[config.mk]
export PLATFORM = sky130hd
export DESIGN_NAME = l2_arbiter
export DESIGN_NICKNAME = d
export VERILOG_FILES = /design/src/rtl/l2_arbiter.sv
export SDC_FILE = /design/constraint.sdc
export NUM_CORES = 1
export LEC_CHECK = 0
export BUFFER_PORTS_ARGS = -buffer_cell sky130_fd_sc_hd__buf_2
export CELL_PAD_IN_SITES_DETAIL_PLACEMENT = 1
export CELL_PAD_IN_SITES_GLOBAL_PLACEMENT = 2
export CORE_AREA = 3 3 543 545
export DETAILED_ROUTE_END_ITERATION = 12
export DIE_AREA = 0 0 546 548
export PLACE_DENSITY = 0.3
export REMOVE_ABC_BUFFERS = 1
export SETUP_SLACK_MARGIN = 0.3
export SYNTH_ARGS = -nofsm -noshare
export SYNTH_HDL_FRONTEND = slang
export SYNTH_SLANG_ARGS = --single-unit
[constraint.sdc]
create_clock -name clk -period 27.7 [get_ports clk]
set_clock_uncertainty 0.15 [all_clocks]
set_input_delay 6.925 -clock clk [delete_from_list [all_inputs] [get_ports clk]]
set_output_delay 6.925 -clock clk [all_outputs]
set_load 0.05 [all_outputs]
[src/rtl/l2_arbiter.sv]
// Two-port L2 arbiter: grants the L1 I-cache or D-cache miss port and holds the latched request until L2 responds.
// Optional build macro L2_ARB_DPRIO_EN makes the D-cache win every tie instead of round-robin.
module l2_arbiter #(
    parameter int ADDR_WIDTH = 32,
    parameter int LINE_WIDTH = 256
) (
    input  logic                  clk,
    input  logic                  rst,
    input  logic                  i_read,
    input  logic [ADDR_WIDTH-1:0] i_address,
    output logic [LINE_WIDTH-1:0] i_rdata,
    output logic                  i_resp,
    input  logic                  d_read,
    input  logic                  d_write,
    input  logic [ADDR_WIDTH-1:0] d_address,
    input  logic [LINE_WIDTH-1:0] d_wdata,
    output logic [LINE_WIDTH-1:0] d_rdata,
    output logic                  d_resp,
    output logic                  mem_read,
    output logic                  mem_write,
    output logic [ADDR_WIDTH-1:0] mem_address,
    output logic [LINE_WIDTH-1:0] mem_wdata,
    input  logic [LINE_WIDTH-1:0] mem_rdata,
    input  logic                  mem_resp
);

    typedef enum logic [1:0] {
        IDLE    = 2'd0,
        SERVE_I = 2'd1,
        SERVE_D = 2'd2,
        RELEASE = 2'd3
    } state_e;

    state_e                state_q, state_d;
    logic                  op_read_q, op_read_d;
    logic                  op_write_q, op_write_d;
    logic [ADDR_WIDTH-1:0] addr_q, addr_d;
    logic [LINE_WIDTH-1:0] wdata_q, wdata_d;
`ifndef L2_ARB_DPRIO_EN
    logic                  last_grant_q, last_grant_d;
`endif

    logic i_req, d_req, pick_d, serving;

    assign i_req = i_read;
    assign d_req = d_read | d_write;

`ifdef L2_ARB_DPRIO_EN
    assign pick_d = d_req;
`else
    // On a tie, grant whichever port did not win last time.
    assign pick_d = d_req & (~i_req | ~last_grant_q);
`endif

    // NOTE: every signal written here gets a default first, so no path leaves one unassigned and no latch is inferred.
    always_comb begin
        state_d    = state_q;
        op_read_d  = op_read_q;
        op_write_d = op_write_q;
        addr_d     = addr_q;
        wdata_d    = wdata_q;
`ifndef L2_ARB_DPRIO_EN
        last_grant_d = last_grant_q;
`endif
        i_resp = 1'b0;
        d_resp = 1'b0;
        case (state_q)
            IDLE: begin
                if (pick_d) begin
                    state_d    = SERVE_D;
                    addr_d     = d_address;
                    wdata_d    = d_wdata;
                    op_read_d  = d_read;
                    op_write_d = d_write;
                end else if (i_req) begin
                    state_d    = SERVE_I;
                    addr_d     = i_address;
                    op_read_d  = 1'b1;
                    op_write_d = 1'b0;
                end
            end
            SERVE_I: begin
                if (mem_resp) begin
                    i_resp  = 1'b1;
                    state_d = RELEASE;
`ifndef L2_ARB_DPRIO_EN
                    last_grant_d = 1'b0;
`endif
                end
            end
            SERVE_D: begin
                if (mem_resp) begin
                    d_resp  = 1'b1;
                    state_d = RELEASE;
`ifndef L2_ARB_DPRIO_EN
                    last_grant_d = 1'b1;
`endif
                end
            end
            RELEASE: state_d = IDLE;
            default: state_d = IDLE;
        endcase
    end

    // NOTE: sequential state uses non-blocking assignments so every flop sees the pre-edge value of the others.
    always_ff @(posedge clk or posedge rst) begin
        if (rst) begin
            state_q    <= IDLE;
            op_read_q  <= 1'b0;
            op_write_q <= 1'b0;
            addr_q     <= '0;
            wdata_q    <= '0;
`ifndef L2_ARB_DPRIO_EN
            last_grant_q <= 1'b1;
`endif
        end else begin
            state_q    <= state_d;
            op_read_q  <= op_read_d;
            op_write_q <= op_write_d;
            addr_q     <= addr_d;
            wdata_q    <= wdata_d;
`ifndef L2_ARB_DPRIO_EN
            last_grant_q <= last_grant_d;
`endif
        end
    end

    // Downstream controls decode registered state only; requests never reach mem_* combinationally.
    assign serving     = (state_q == SERVE_I) || (state_q == SERVE_D);
    assign mem_read    = serving & op_read_q;
    assign mem_write   = serving & op_write_q;
    assign mem_address = addr_q;
    assign mem_wdata   = wdata_q;
    assign i_rdata     = mem_rdata;
    assign d_rdata     = mem_rdata;

endmodule

==> reports/results.ini <==
[route]
wl_mm = 283
first_iter_violations = 1036
wl_per_cell_microns = 53.5
firstDrtPassIters = 4
vias = 11800
via_per_inst = 2.22
drtAntennaViolNets = 0
drc = 0

[timing]
finalCritPeriodShare_pct = 52.5
relSlewSlack_pct = 30.1
report.final.slew_viol_count = 0
setup_viol = 0
hold_viol = 0
min_period_ns = 14.54
rsz0062_at_grt = false
fmax_ghz = 0.0688
setup_ws_ns = 13.16
holdWs_ns = 0.325
tns_ns = 0
tightest_slew_ns = 1.02

[power_and_ir_drop]
clockPowerShare_pct = 19.8
p_switching_mw = 1.75
power.density_mw_per_mm2 = 153
swShare_pct = 52.9
finalPower_mw = 3.31
pwr-share-comb_pct = 56.9
seqPwrFrac_pct = 23.3
cellInternalPower_mw = 1.56
peakVddDrop_v = 0.0000561
p_leak_nw = 9.56

[outcome]
outcome = finished, final reports clean

[min_path]
hold_class = register to register

[cells_and_area]
nNetsFinal = 1939
finish.utilization_pct = 7.46
final_area_sq_mm = 0.0217
syn_to_final_growth_pct = 34.4
finalNonFillerCells = 5299
multi_input_area_sq_mm = 0.00461
drive_gt1_share_pct = 69.6
register_area_sq_mm = 0.00733
fillers = 34100

[worst_setup_path]
crit_fanout = 3
worstPathRequired_ns = 20.63
cp_cell_sequence = buf_2 -> nand2_1 -> inv_1 -> buf_2
crit_arrival_ns = 7.47
slowest_stage = buf_2
slowest_delay_ns = 0.27
crit_type = input port to output pin
end_kind = output pin
r2r_setup_slack_ns = 23.59
start_kind = input port
crit_top_cell = buf_2

[die]
die_y_microns = 548
ios = 1386
fp.coreArea_sq_mm = 0.291
initial_core_util_pct = 5.55
core.rowCount = 198
dieWidth_microns = 546
die_area_sq_mm = 0.299

[placement]
dp_hpwl_mm = 252
placed_cells = 5202
post_dp_cell_area_sq_mm = 0.0200
place_ws_ns = 13.15
place.gp.congestion = 0.939
io_buffers = 617

[yosys]
syn_inst = 1224
yosys_warnings = 0
synthArstFlopShare_pct = 100
synthFlopType = dfrtp_1
synth_edf_count = 0
netlist_area_sq_mm = 0.0161
synth-seq-cells = 293
synth_cell_types = 23
avgSynthCellArea_sq_um = 13.2
synth_seq_area_share_pct = 45.5

[clock_network]
clock_path_buffers = 3
ctsRootBufferMaster = clkbuf_16
hold_buffers = 0
cts.sinks = 293
h-tree-depth = 2
clkLatencyLatePin_ns = 0.66
cts_resized = 0
path_clk_slew_ns = 0.06
cts_setup_buffers = 0
numCtsBuffers = 49
cts_tree = yes

[global_route]
grt_use_total_pct = 18.3
grt_pass1_vias = 11100
overflow = 0
grt_pass1_wl_mm = 313
antenna_found_initial = 60
grt_max_degree = 97

[run]
max_cap_violations = 0

-- layout by cell type, fill, tap and decap left out, types with 3 or more instances in the layout --
| master | instances |
|---|---|
| mux2_2 | 17 |
| clkbuf_1 | 12 |
| clkinv_4 | 3 |
| bufinv_16 | 3 |
| nand2_1 | 34 |
| clkbuf_8 | 8 |
| buf_4 | 11 |
| and2_1 | 3 |
| ha_1 | 4 |
| clkinv_2 | 8 |
| mux2i_1 | 34 |
| o21ai_0 | 33 |
| buf_2 | 617 |
| mux2_4 | 240 |
| dfrtp_1 | 292 |
| clkbuf_16 | 51 |
| diode_2 | 9 |
| inv_1 | 3 |
-- sequential cells by signal, indices dropped and copies added (netlist names) --
| name | flops |
|---|---|
| op_write_q | 1 |
| mem_wdata | 256 |
| last_grant_q | 1 |
| mem_address | 32 |
| op_read_q | 1 |
| state_q | 2 |
-- layout make-up --
class	count	area share, %
Sequential cell	293	33.8
Tap cell	3900	22.5
Multi-Input combinational cell	376	21.3
Timing Repair Buffer	629	14.7
Clock buffer	71	6.60
Clock inverter	17	0.831
Inverter	4	0.104
Antenna cell	9	0.104
-- per-layer routing --
layer,vias to the layer above,wire (microns),GRT usage (%)
met4,60,15000,6.26
met2,2179,115000,27.0
met1,5446,67700,11.7
li1,3790,-,-
met3,306,79000,25.2
met5,-,7010,16.7
-- worst max-delay path, delay by kind of cell --
kind                   cells  cell delay (ns)
buffers and inverters      3             0.46
and+or+nand+nor            1             0.08
-- path summary, 6_finish.rpt --
path	startpoint	to	depth (start not counted)
worst max-delay path	mem_resp	i_resp	4
worst min register to register	mem_address[13]	mem_address[13]	2
max in group asynchronous	rst	mem_wdata[89]	4
min in group asynchronous	rst	mem_wdata[234]	2
worst min-delay path	mem_address[13]	mem_address[13]	2
worst max register to register	state_q[0]	mem_wdata[92]	6
-- power by group through the flow --
stage / clock network [mW] / logic [mW] / registers, mW
detailed placement: 0 / 1.96 / 0.773
global route: 0.709 / 2.00 / 0.805
global placement: 0 / 1.96 / 0.773
finish: 0.656 / 1.89 / 0.773
floorplan: 0 / 0.596 / 1.52
CTS: 0.700 / 1.96 / 0.776
-- cell families (layout without fill, tap and decap cells) --
kind of cell | after synthesis | count (layout) | share of synthesized area [%]
buffers and inverters | 555 | 721 | 26.2
adder cells (fa/ha/maj) | 4 | 4 | 0.310
flip-flops | 293 | 293 | 45.5
AO/OA/AOI/OAI | 39 | 39 | 1.33
AND/OR/NAND/NOR | 42 | 42 | 1.08
other | 0 | 9 | 0
multiplexers | 291 | 291 | 25.6
-- synthesized netlist by cell type (2+ instances only) --
cell type,count,area [sq um]
a21oi_1,2,10.0
and2_1,3,18.8
buf_2,8,40.0
buf_4,513,3850
buf_6,27,304
clkbuf_1,3,11.3
dfrtp_1,292,7310
ha_1,4,50.1
inv_1,4,15.0
mux2_2,17,191
mux2_4,240,3600
mux2i_1,34,340
nand2_1,34,128
nor2b_1,2,12.5
o21ai_0,33,165
(Power assumes the default switching activity.)
